===== config.mk =====
export PLATFORM = sky130hd
export DESIGN_NAME = cntl_mc
export DESIGN_NICKNAME = d
export VERILOG_FILES = /design/src/rtl/cntl_mc.sv
export SDC_FILE = /design/constraint.sdc
export NUM_CORES = 1
export LEC_CHECK = 0
export CAP_MARGIN = 20
export CELL_PAD_IN_SITES_DETAIL_PLACEMENT = 1
export CELL_PAD_IN_SITES_GLOBAL_PLACEMENT = 2
export CORE_AREA = 4 4 92 94
export DETAILED_ROUTE_END_ITERATION = 10
export DIE_AREA = 0 0 96 98
export PLACE_DENSITY_LB_ADDON = 0.1
export SETUP_SLACK_MARGIN = 0.4
export SYNTH_ARGS = -nofsm -noshare
export SYNTH_HDL_FRONTEND = slang
export SYNTH_SLANG_ARGS = --single-unit

===== constraint.sdc =====
create_clock -name clk -period 2.14 [get_ports clk]
set_input_delay 0.428 -clock clk [delete_from_list [all_inputs] [get_ports clk]]
set_output_delay 0.428 -clock clk [all_outputs]
set_load 0.01 [all_outputs]

===== src/rtl/cntl_mc.sv =====
// ============================================================================
// Module   : cntl_mc
// Purpose  : Multi-cycle RV32I control unit. A FETCH/DECODE/EXEC/MEM/WB state
//            register drives combinational datapath controls decoded from the
//            current state, the instruction word and the latched branch result.
// Option   : CNTL_MC_ILLEGAL_HALT_EN - unknown opcodes lock the unit in HALT
//            (all outputs 0) until reset; otherwise they retire as a NOP.
// Revision : 1.0 - initial release
// ============================================================================
`default_nettype none

module cntl_mc (
  input  logic        clk,
  input  logic        rst,
  input  logic [31:0] inst,
  input  logic        bcond,
  output logic        sz_ex_sel,
  output logic [1:0]  sz_ex_mode,
  output logic        mem_sz_ex_sel,
  output logic [19:0] imm,
  output logic        mem_sel,
  output logic [1:0]  mem_size,
  output logic        pc_update,
  output logic        load_ir,
  output logic        load_mdr,
  output logic        mem_wr_en,
  output logic        reg_file_wr_en,
  output logic        wr_reg_mux_sel,
  output logic        op1_sel,
  output logic [1:0]  op2_sel,
  output logic [1:0]  alu_demux,
  output logic [4:0]  alu_ctrl
);

  typedef enum logic [2:0] {
    S_FETCH  = 3'd0,
    S_DECODE = 3'd1,
    S_EXEC   = 3'd2,
    S_MEM    = 3'd3,
    S_WB     = 3'd4,
    S_HALT   = 3'd5
  } state_t;

  localparam logic [6:0] OPC_LUI    = 7'b0110111;
  localparam logic [6:0] OPC_AUIPC  = 7'b0010111;
  localparam logic [6:0] OPC_JAL    = 7'b1101111;
  localparam logic [6:0] OPC_JALR   = 7'b1100111;
  localparam logic [6:0] OPC_BRANCH = 7'b1100011;
  localparam logic [6:0] OPC_LOAD   = 7'b0000011;
  localparam logic [6:0] OPC_STORE  = 7'b0100011;
  localparam logic [6:0] OPC_OPIMM  = 7'b0010011;
  localparam logic [6:0] OPC_OP     = 7'b0110011;
  localparam logic [6:0] OPC_FENCE  = 7'b0001111;
  localparam logic [6:0] OPC_SYSTEM = 7'b1110011;

  localparam logic [4:0] ALU_ADD      = 5'd0;
  localparam logic [4:0] ALU_SUB      = 5'd1;
  localparam logic [4:0] ALU_SLL      = 5'd2;
  localparam logic [4:0] ALU_SLT      = 5'd3;
  localparam logic [4:0] ALU_SLTU     = 5'd4;
  localparam logic [4:0] ALU_XOR      = 5'd5;
  localparam logic [4:0] ALU_SRL      = 5'd6;
  localparam logic [4:0] ALU_SRA      = 5'd7;
  localparam logic [4:0] ALU_OR       = 5'd8;
  localparam logic [4:0] ALU_AND      = 5'd9;
  localparam logic [4:0] ALU_BEQ      = 5'd10;
  localparam logic [4:0] ALU_BNE      = 5'd11;
  localparam logic [4:0] ALU_BLT      = 5'd12;
  localparam logic [4:0] ALU_BGE      = 5'd13;
  localparam logic [4:0] ALU_BLTU     = 5'd14;
  localparam logic [4:0] ALU_BGEU     = 5'd15;
  localparam logic [4:0] ALU_PASS_B   = 5'd16;
  localparam logic [4:0] ALU_JALR_ADD = 5'd17;

  localparam logic [1:0] OP2_RS2  = 2'b00;
  localparam logic [1:0] OP2_IMM  = 2'b01;
  localparam logic [1:0] OP2_FOUR = 2'b10;

  localparam logic [1:0] DST_ALUOUT = 2'b00;
  localparam logic [1:0] DST_PC     = 2'b01;
  localparam logic [1:0] DST_NONE   = 2'b10;

  localparam logic [1:0] IMM_IS = 2'b00;
  localparam logic [1:0] IMM_B  = 2'b01;
  localparam logic [1:0] IMM_U  = 2'b10;
  localparam logic [1:0] IMM_J  = 2'b11;

  localparam logic [1:0] SZ_WORD = 2'b10;

  state_t      state;
  logic        bcond_q;

  logic [6:0]  opcode;
  logic [2:0]  funct3;
  logic        is_lui, is_auipc, is_jal, is_jalr, is_branch;
  logic        is_load, is_store, is_opimm, is_op, is_fence, is_system;
  logic        is_known, writes_rd;
  logic [4:0]  alu_fn, br_fn;
  logic        imm_sign;
  logic [1:0]  imm_mode;
  logic [19:0] imm_raw;

  assign opcode    = inst[6:0];
  assign funct3    = inst[14:12];
  assign is_lui    = (opcode == OPC_LUI);
  assign is_auipc  = (opcode == OPC_AUIPC);
  assign is_jal    = (opcode == OPC_JAL);
  assign is_jalr   = (opcode == OPC_JALR);
  assign is_branch = (opcode == OPC_BRANCH);
  assign is_load   = (opcode == OPC_LOAD);
  assign is_store  = (opcode == OPC_STORE);
  assign is_opimm  = (opcode == OPC_OPIMM);
  assign is_op     = (opcode == OPC_OP);
  assign is_fence  = (opcode == OPC_FENCE);
  assign is_system = (opcode == OPC_SYSTEM);
  assign is_known  = is_lui | is_auipc | is_jal | is_jalr | is_branch | is_load |
                     is_store | is_opimm | is_op | is_fence | is_system;
  assign writes_rd = is_op | is_opimm | is_load | is_lui | is_auipc | is_jal | is_jalr;

  // Arithmetic/logic and branch-compare operation selection from funct3/funct7
  always_comb begin
    alu_fn = ALU_ADD;
    br_fn  = ALU_BEQ;
    case (funct3)
      3'b000:  alu_fn = (is_op && inst[30]) ? ALU_SUB : ALU_ADD;
      3'b001:  alu_fn = ALU_SLL;
      3'b010:  alu_fn = ALU_SLT;
      3'b011:  alu_fn = ALU_SLTU;
      3'b100:  alu_fn = ALU_XOR;
      3'b101:  alu_fn = inst[30] ? ALU_SRA : ALU_SRL;
      3'b110:  alu_fn = ALU_OR;
      default: alu_fn = ALU_AND;
    endcase
    case (funct3)
      3'b001:  br_fn = ALU_BNE;
      3'b100:  br_fn = ALU_BLT;
      3'b101:  br_fn = ALU_BGE;
      3'b110:  br_fn = ALU_BLTU;
      3'b111:  br_fn = ALU_BGEU;
      default: br_fn = ALU_BEQ;
    endcase
  end

  // Immediate extraction; the extender rebuilds the full value from format + mode
  always_comb begin
    imm_raw  = '0;
    imm_mode = IMM_IS;
    imm_sign = 1'b1;
    if (is_lui || is_auipc) begin
      imm_raw  = inst[31:12];
      imm_mode = IMM_U;
      imm_sign = 1'b0;
    end else if (is_jal) begin
      imm_raw  = {inst[31], inst[19:12], inst[20], inst[30:21]};
      imm_mode = IMM_J;
    end else if (is_branch) begin
      imm_raw  = {8'h00, inst[31], inst[7], inst[30:25], inst[11:8]};
      imm_mode = IMM_B;
    end else if (is_store) begin
      imm_raw  = {8'h00, inst[31:25], inst[11:7]};
    end else if (is_load || is_jalr || is_opimm) begin
      imm_raw  = {8'h00, inst[31:20]};
    end
  end

  // State sequencing and branch-outcome capture
  always_ff @(posedge clk or negedge rst) begin
    if (!rst) begin
      state   <= S_FETCH;
      bcond_q <= 1'b0;
    end else begin
      case (state)
        S_FETCH:  state <= S_DECODE;
        S_DECODE: begin
          if (is_fence || is_system) begin
            state <= S_WB;
          end else if (!is_known) begin
`ifdef CNTL_MC_ILLEGAL_HALT_EN
            state <= S_HALT;
`else
            state <= S_WB;
`endif
          end else begin
            state <= S_EXEC;
          end
        end
        S_EXEC: begin
          if (is_branch) bcond_q <= bcond;
          state <= (is_load || is_store) ? S_MEM : S_WB;
        end
        S_MEM:    state <= is_load ? S_WB : S_FETCH;
        S_WB:     state <= S_FETCH;
        S_HALT:   state <= S_HALT;
        default:  state <= S_FETCH;
      endcase
    end
  end

  // Datapath controls; reset low or HALT forces every output to zero
  always_comb begin
    sz_ex_sel      = 1'b0;
    sz_ex_mode     = 2'b00;
    mem_sz_ex_sel  = 1'b0;
    imm            = '0;
    mem_sel        = 1'b0;
    mem_size       = 2'b00;
    pc_update      = 1'b0;
    load_ir        = 1'b0;
    load_mdr       = 1'b0;
    mem_wr_en      = 1'b0;
    reg_file_wr_en = 1'b0;
    wr_reg_mux_sel = 1'b0;
    op1_sel        = 1'b0;
    op2_sel        = OP2_RS2;
    alu_demux      = DST_ALUOUT;
    alu_ctrl       = ALU_ADD;
    if (rst && (state != S_HALT)) begin
      sz_ex_sel  = imm_sign;
      sz_ex_mode = imm_mode;
      imm        = imm_raw;
      case (state)
        S_FETCH: begin
          mem_size = SZ_WORD;
          load_ir  = 1'b1;
        end
        S_EXEC: begin
          if (is_op) begin
            alu_ctrl = alu_fn;
          end else if (is_opimm) begin
            op2_sel  = OP2_IMM;
            alu_ctrl = alu_fn;
          end else if (is_load || is_store) begin
            op2_sel  = OP2_IMM;
          end else if (is_lui) begin
            op2_sel  = OP2_IMM;
            alu_ctrl = ALU_PASS_B;
          end else if (is_auipc) begin
            op1_sel  = 1'b1;
            op2_sel  = OP2_IMM;
          end else if (is_jal || is_jalr) begin
            // Link value PC+4 parked in ALUOut for the WB register write
            op1_sel  = 1'b1;
            op2_sel  = OP2_FOUR;
          end else if (is_branch) begin
            alu_demux = DST_NONE;
            alu_ctrl  = br_fn;
          end
        end
        S_MEM: begin
          mem_sel  = 1'b1;
          mem_size = funct3[1:0];
          if (is_store) begin
            // Stores retire here, so the PC advance shares the memory cycle
            mem_wr_en = 1'b1;
            pc_update = 1'b1;
            alu_demux = DST_PC;
            op1_sel   = 1'b1;
            op2_sel   = OP2_FOUR;
          end else begin
            load_mdr      = 1'b1;
            mem_sz_ex_sel = ~funct3[2];
          end
        end
        S_WB: begin
          pc_update = 1'b1;
          alu_demux = DST_PC;
          op1_sel   = 1'b1;
          op2_sel   = OP2_FOUR;
          if (is_jal || (is_branch && bcond_q)) begin
            op2_sel = OP2_IMM;
          end else if (is_jalr) begin
            op1_sel  = 1'b0;
            op2_sel  = OP2_IMM;
            alu_ctrl = ALU_JALR_ADD;
          end
          reg_file_wr_en = writes_rd;
          wr_reg_mux_sel = is_load;
        end
        default: ;
      endcase
    end
  end

endmodule

`default_nettype wire


==> results by group, run 1 <==
Power
  – Peak supply drop: 0.380 mV
  – LEAKAGE: 0.00188 µW
  – Pwr Total: 609 µW
  – PwrDens: 148 nW/µm²

Cells and area
  – Commonest non-fill, non-tap cell in the layout: buf_4
  – Synth-to-layout area growth: 186%
  – Layout cell share with drive strength beyond 1: 70.6%
  – Final core utilization: 53.8%
  – Commonest non-fill, non-tap cells in the layout: buf_4, buf_6, nand2_1
  – Fillers: 905
  – Number of diodes: 0
  – Nets: 479

Clock network
  – Num CTS Buffers: 3
  – CTS clk-pin slew, worst paths: 0.03 ns
  – Worst-Skew Late Latency: 0.21 ns
  – CTS tree: done
  – Clk Tree Root Cell: clkbuf_8
  – Post-CTS Hold Buffers: 0
  – Num Clock Sinks: 4
  – CTS Buffer Depth: 2
  – CTS H-tree depth: 1

Setup path
  – Origin of the critical flop-to-flop path: state[0]
  – Crit. End Element: primary output
  – CP Data Arrival Time: 1.84 ns
  – Cell Chain, Critical Path: buf_6, buf_6, buf_6, nand2_4, buf_4, buf_4, nand4_1, buf_6, a211oi_2, buf_2
  – Worst setup SP type: flop
  – CP Launch Point: state[2]
  – FF-to-FF path depth: 5
  – Worst-path fanout max: 5
  – Slowest-stage cell, CP: dfrtp_2
  – FF-to-FF End: bcond_q
  – Worst R2R Setup Slack: 0.48 ns
  – Crit path top cell by count: buf_6
  – Req. time, crit path: 1.71 ns
  – CP max stage delay: 0.44 ns
  – CP Class: reg2out

Floorplan
  – Die H: 98 µm
  – Die ar.: 9410 µm²
  – Initial Utilization: 18.8%
  – Die W: 96 µm
  – I/O pins: 78
  – Placement Rows: 32
  – Core Region: 7650 µm²

Place
  – Post-Place Setup Slack: -1.01 ns
  – DP Wirelength: 6.70 mm
  – RePlAce Congestion: 0.871
  – Number of port buffers: 77

Global route
  – Vias in the first global route: 2,803
  – Gr usage total: 19.4%
  – First-pass GRT wire length: 14.5 mm
  – Maximum number of pins on one net before global-route repair: 12
  – Initial antenna violation count: 0
  – Grt ovf: 0

Status
  – Failing checks: setup timing
  – Status: complete, but fails checks

Timing
  – Setup Skew: 0.00328 ns
  – Crit path time final: 2.27 ns
  – Final Max Tran Viols: 0
  – Final setup vio count: 30
  – Final worst slack: -0.127 ns
  – Final hold viol count: 0
  – RSZ-0062 raised after global routing: yes
  – Actual slew at the worst max-slew pin: 0.321 ns
  – Maximum clock rate: 0.441 GHz
  – Slew HR: 78.4%
  – Fin crit share: 106%

Yosys
  – Post-synth EDFFs: 0
  – Ys flop type: dfrtp_1
  – Mapped cell area: 1440 µm²
  – YS warnings: 0
  – Syn Inst Count: 228
  – Synth Register Bits: 4
  – Syn_nets: 263
  – Post-synth cell types: 57
  – Post-synth ARST share: 100%
  – Seq/Total Area, Yosys: 6.96%
  – Avg Inst Size Synth: 6.31 µm²

Job
  – Max-Cap Viols: 0

Drt
  – Routed WL: 9.55 mm
  – # DRC: 0
  – Initial DRC Count: 76
  – Post-route antenna net violation count: 0
  – DR vias: 2,632
  – DRT Pass-1 Iters: 4
  – Via/cell ratio: 4.84
  – DR WL/cell: 17.5 µm

Hold path
  – HP Class: in2async
synth_stat cells, types with 2 or more instances:
| cell type | instances | area [µm²] |
|---|---|---|
| nand3_1 | 4 | 20.0 |
| clkbuf_1 | 6 | 22.5 |
| o21ai_0 | 12 | 60.1 |
| mux2i_1 | 5 | 50.1 |
| nand4_1 | 3 | 18.8 |
| buf_6 | 3 | 33.8 |
| nand2_1 | 44 | 165 |
| and3_1 | 2 | 12.5 |
| nor2_1 | 23 | 86.3 |
| a211oi_1 | 7 | 52.6 |
| and2_1 | 3 | 18.8 |
| a32o_1 | 4 | 40.0 |
| a21oi_1 | 19 | 95.1 |
| o2bb2ai_1 | 2 | 17.5 |
| inv_1 | 10 | 37.5 |
| o211ai_1 | 4 | 30.0 |
| or3b_1 | 2 | 17.5 |
| a21o_1 | 5 | 37.5 |
| a31oi_1 | 5 | 31.3 |
| o22ai_1 | 5 | 31.3 |
| nor2b_1 | 2 | 12.5 |
| a32oi_1 | 2 | 17.5 |
| buf_2 | 3 | 15.0 |
| nand2b_1 | 5 | 31.3 |
| nor3_1 | 7 | 35.0 |
| nor4_1 | 3 | 18.8 |
| dfrtp_1 | 4 | 100 |
| buf_4 | 2 | 15.0 |
| clkbuf_8 | 4 | 55.1 |
layout make-up:
cell class,instances,area [µm²],share of cell area [%]
multi-input combinational,196,1730,42.1
timing repair buffer,229,2070,50.2
sequential,4,104,2.52
inverter,10,43.8,1.06
clock buffer,3,41.3,1.00
tap,102,128,3.10
how the worst max path moves through the flow:
stage	slack (ns)	to
floorplan	0.20	alu_ctrl[2]
detailed placement	-1.01	imm[2]
finish	-0.13	imm[9]
CTS	-0.19	alu_ctrl[1]
global placement	-0.95	imm[0]
global route	-0.24	imm[9]
per-layer routing:
layer  part of all wire [%]  track usage [%]  vias to the layer above
met5                      0                0                        -
met4                    1.5             3.50                        0
met3                    5.4             2.08                       12
met2                     53             36.2                       73
met1                     40             23.6                     1282
li1                       -                -                     1265
worst max-delay path: cells and delay by family (launching register included):
| family | cells | cell delay, ns |
|---|---|---|
| AND/OR/NAND/NOR | 2 | 0.16 |
| AO/OA/AOI/OAI | 1 | 0.15 |
| flip-flops | 1 | 0.44 |
| buffers and inverters | 7 | 0.85 |
state kept, by name (all words and copies together), names as in the netlist:
| signal | flops |
|---|---|
| state | 3 |
| bcond_q | 1 |
logic make-up (layout without fill, tap and decap cells):
kind of cell	Yosys count	count (layout)	synth area share, %
simple gates	110	110	38.0
compound gates	78	78	37.1
buf+inv	28	242	12.4
mux	6	6	4.26
flops	4	4	6.96
xor+xnor	2	2	1.22
per-stage QoR:
stage / std cells / instance area, µm² / TNS (ns) / hold WS [ns]
after global routing: 544 / 4120 / -4.74 / 0.298
after CTS: 529 / 3810 / -2.60 / 0.294
after floorplan: 228 / 1720 / 0 / 0.132
after global placement: 477 / 3130 / -34.89 / 0.521
final: 544 / 4120 / -1.99 / 0.306
after detailed placement: 477 / 3130 / -35.83 / 0.525
timing repair:
action,4_1_cts,5_1_grt
gates cloned,1,0
buffers inserted,48,15
setup endpoints to repair,47,45
pin swaps,43,35
gates resized for setup,317,49
where the power goes:
part	internal, µW	leakage, µW	switching [µW]
Clock	120	0.0000216	34.9
Sequential	76.2	0.0000431	0.0324
Combinational	193	0.00182	185
Total	389	0.00188	220
No activity file was read; power rests on OpenSTA's default activity.
==> run 2: changes to the inputs <==
--- a/config.mk
+++ b/config.mk
@@ -12,6 +12,7 @@
 export DETAILED_ROUTE_END_ITERATION = 10
 export DIE_AREA = 0 0 96 98
 export PLACE_DENSITY_LB_ADDON = 0.1
+export REMOVE_ABC_BUFFERS = 1
 export SETUP_SLACK_MARGIN = 0.4
 export SYNTH_ARGS = -nofsm -noshare
 export SYNTH_HDL_FRONTEND = slang
==> results by group, run 2 (synthesis results as in run 1) <==
Power
  – Peak supply drop: 0.322 mV (-15%)
  – LEAKAGE: 0.00175 µW (-7.0%)
  – PwrDens: 161 nW/µm² (+9.1%)

Clock network
  – CTS H-tree depth: 1 (unchanged)
  – Post-CTS Hold Buffers: 0 (unchanged)
  – Num Clock Sinks: 4 (unchanged)
  – Clk Tree Root Cell: clkbuf_8
  – Worst-Skew Late Latency: 0.22 ns (about the same)
  – CTS tree: done
  – Num CTS Buffers: 3 (unchanged)
  – CTS Buffer Depth: 2 (unchanged)
  – CTS clk-pin slew, worst paths: 0.03 ns (about the same)

Drt
  – DR WL/cell: 19.1 µm (+8.8%)
  – # DRC: 0 (unchanged)
  – DRT Pass-1 Iters: 4 (unchanged)
  – Routed WL: 9.95 mm (+4.2%)
  – Via/cell ratio: 4.94 (+2.1%)
  – Post-route antenna net violation count: 0 (unchanged)
  – DR vias: 2,573 (-2.2%)
  – Initial DRC Count: 82 (+7.9%)

Place
  – RePlAce Congestion: 0.809 (-7.1%)
  – Number of port buffers: 77 (unchanged)
  – Post-Place Setup Slack: -1.01 ns (-0.000140 ns)
  – Area of placed instances: 2830 µm² (-9.4%)
  – DP Wirelength: 6.68 mm (-0.25%)

Setup path
  – Worst R2R Setup Slack: 0.52 ns (+0.04 ns)
  – CP max stage delay: 0.27 ns (-0.17 ns)
  – CP Data Arrival Time: 1.89 ns (+0.05 ns)
  – Req. time, crit path: 1.71 ns (about the same)
  – FF-to-FF path depth: 5 (unchanged)
  – Slowest-stage cell, CP: o32ai_2
  – Origin of the critical flop-to-flop path: state[2]
  – Cell Chain, Critical Path: buf_6, buf_12, buf_8, nor2_4, a21oi_2, o32ai_2, nand4_1, buf_6, a211oi_2, buf_2
  – CP Class: in2out
  – Crit path top cell by count: buf_6
  – FF-to-FF End: bcond_q
  – Worst-path fanout max: 5 (unchanged)
  – Worst setup SP type: input pin
  – Crit. End Element: primary output

Timing
  – Final worst slack: -0.180 ns (-0.0528 ns)
  – Final setup vio count: 27 (-10%)
  – Final hold viol count: 0 (unchanged)
  – Actual slew at the worst max-slew pin: 0.291 ns (-0.0303 ns)
  – Maximum clock rate: 0.431 GHz (-2.3%)
  – Fin crit share: 108% (+2.5 points)
  – Final Max Tran Viols: 0 (unchanged)
  – Worst hold margin: 0.346 ns (+0.0398 ns)
  – Slew HR: 80.5% (+2.2 points)
  – Setup Skew: 0.00188 ns (-0.00140 ns)
  – Crit path time final: 2.32 ns (+0.0528 ns)
  – RSZ-0062 raised after global routing: yes

Global route
  – First-pass GRT wire length: 14.0 mm (-3.6%)
  – Initial antenna violation count: 0 (unchanged)
  – Gr usage total: 18.7% (-0.73 points)
  – Grt ovf: 0 (unchanged)
  – Vias in the first global route: 2,651 (-5.4%)
  – Maximum number of pins on one net before global-route repair: 11 (-1)

Cells and area
  – Post-route design area: 3830 µm² (-6.8%)
  – Largest Register: state
  – Layout cell share with drive strength beyond 1: 65.4% (-5.2 points)
  – Fillers: 914 (+0.99%)
  – Commonest non-fill, non-tap cells in the layout: buf_4, buf_6, buf_2
  – Top flop regs: state: 3 flops, bcond_q: 1 flops
  – Nets: 456 (-4.8%)
  – Final core utilization: 50.1% (-3.7 points)
  – Synth-to-layout area growth: 167%
  – Commonest non-fill, non-tap cell in the layout: buf_4
  – Max reg flops: 3 (unchanged)
  – Number of diodes: 0 (unchanged)

Job
  – Max-Cap Viols: 0 (unchanged)

Floorplan
  – Die W: 96 µm (unchanged)
  – Die ar.: 9410 µm² (unchanged)
  – Initial Utilization: 18.8% (unchanged)
  – Core Region: 7650 µm² (unchanged)
  – Die H: 98 µm (unchanged)
  – Placement Rows: 32 (unchanged)
  – I/O pins: 78 (unchanged)

Hold path
  – HP Class: in2async

Status
  – Status: complete, but fails checks
  – Failing checks: setup timing
[run 2: cell count changes in the layout (fill, tap and decap cells not counted), sizes merged]
cell           before  now
clkinvlp            1    0
buf               201  178
dlymetal6s2s        0    2
clkdlybuf4s50      21   24
inv                 9   10
dlygate4sd2         5    0
bufbuf              1    0
clkbuf              3    4
[run 2: worst max-delay path by stage]
stage                             end  startpoint  slack (ns)
after floorplan                imm[0]     inst[1]       -0.03
after global placement        imm[13]     inst[4]       -0.98
after detailed placement      imm[13]     inst[5]       -1.01
after CTS                 alu_ctrl[0]     inst[2]       -0.16
after global routing           imm[9]     inst[2]       -0.25
final                          imm[9]     inst[2]       -0.18
[run 2: area by class of cell]
class / instances / area [µm²] / share of cell area (%)
clock buffer: 3 / 41.3 / 1.08
inverter: 10 / 37.5 / 0.979
multi-input combinational: 196 / 1650 / 43.0
sequential: 4 / 103 / 2.68
tap: 102 / 128 / 3.33
timing repair buffer: 206 / 1880 / 49.0
[run 2: worst max-delay path, delay by kind of cell]
family,cells,cell delay (ns)
compound gates,3,0.51
simple gates,2,0.28
buf+inv,5,0.67
[run 2: per-stage QoR]
stage	setup TNS (ns)	total power, µW	cells
floorplan	-0.108	143	210
global placement	-36.53	345	469
detailed placement	-37.77	346	469
CTS	-1.81	566	499
global route	-4.07	656	521
finish	-2.09	619	521
[run 2: where the power goes]
group	internal, µW	leakage, µW	switching, µW
combinational	197	0.00168	184
sequential	76.2	0.0000448	0.0353
clock	120	0.0000216	41.9
[run 2: timing repair]
| item | CTS | global route |
|---|---|---|
| setup buffers | 26 | 21 |
| endpoints found under the setup margin | 47 | 45 |
| pin swaps | 41 | 41 |
| gates cloned | 1 | 1 |
| gates resized for setup | 339 | 63 |
[run 2: metal layers]
metal | track usage, % | vias to the layer above | share of wire (%)
met4 | 3.94 | 0 | 1.4
met2 | 32.5 | 69 | 53
met3 | 1.31 | 9 | 4.1
met1 | 25.0 | 1270 | 42
met5 | 0 | - | 0
li1 | - | 1225 | -
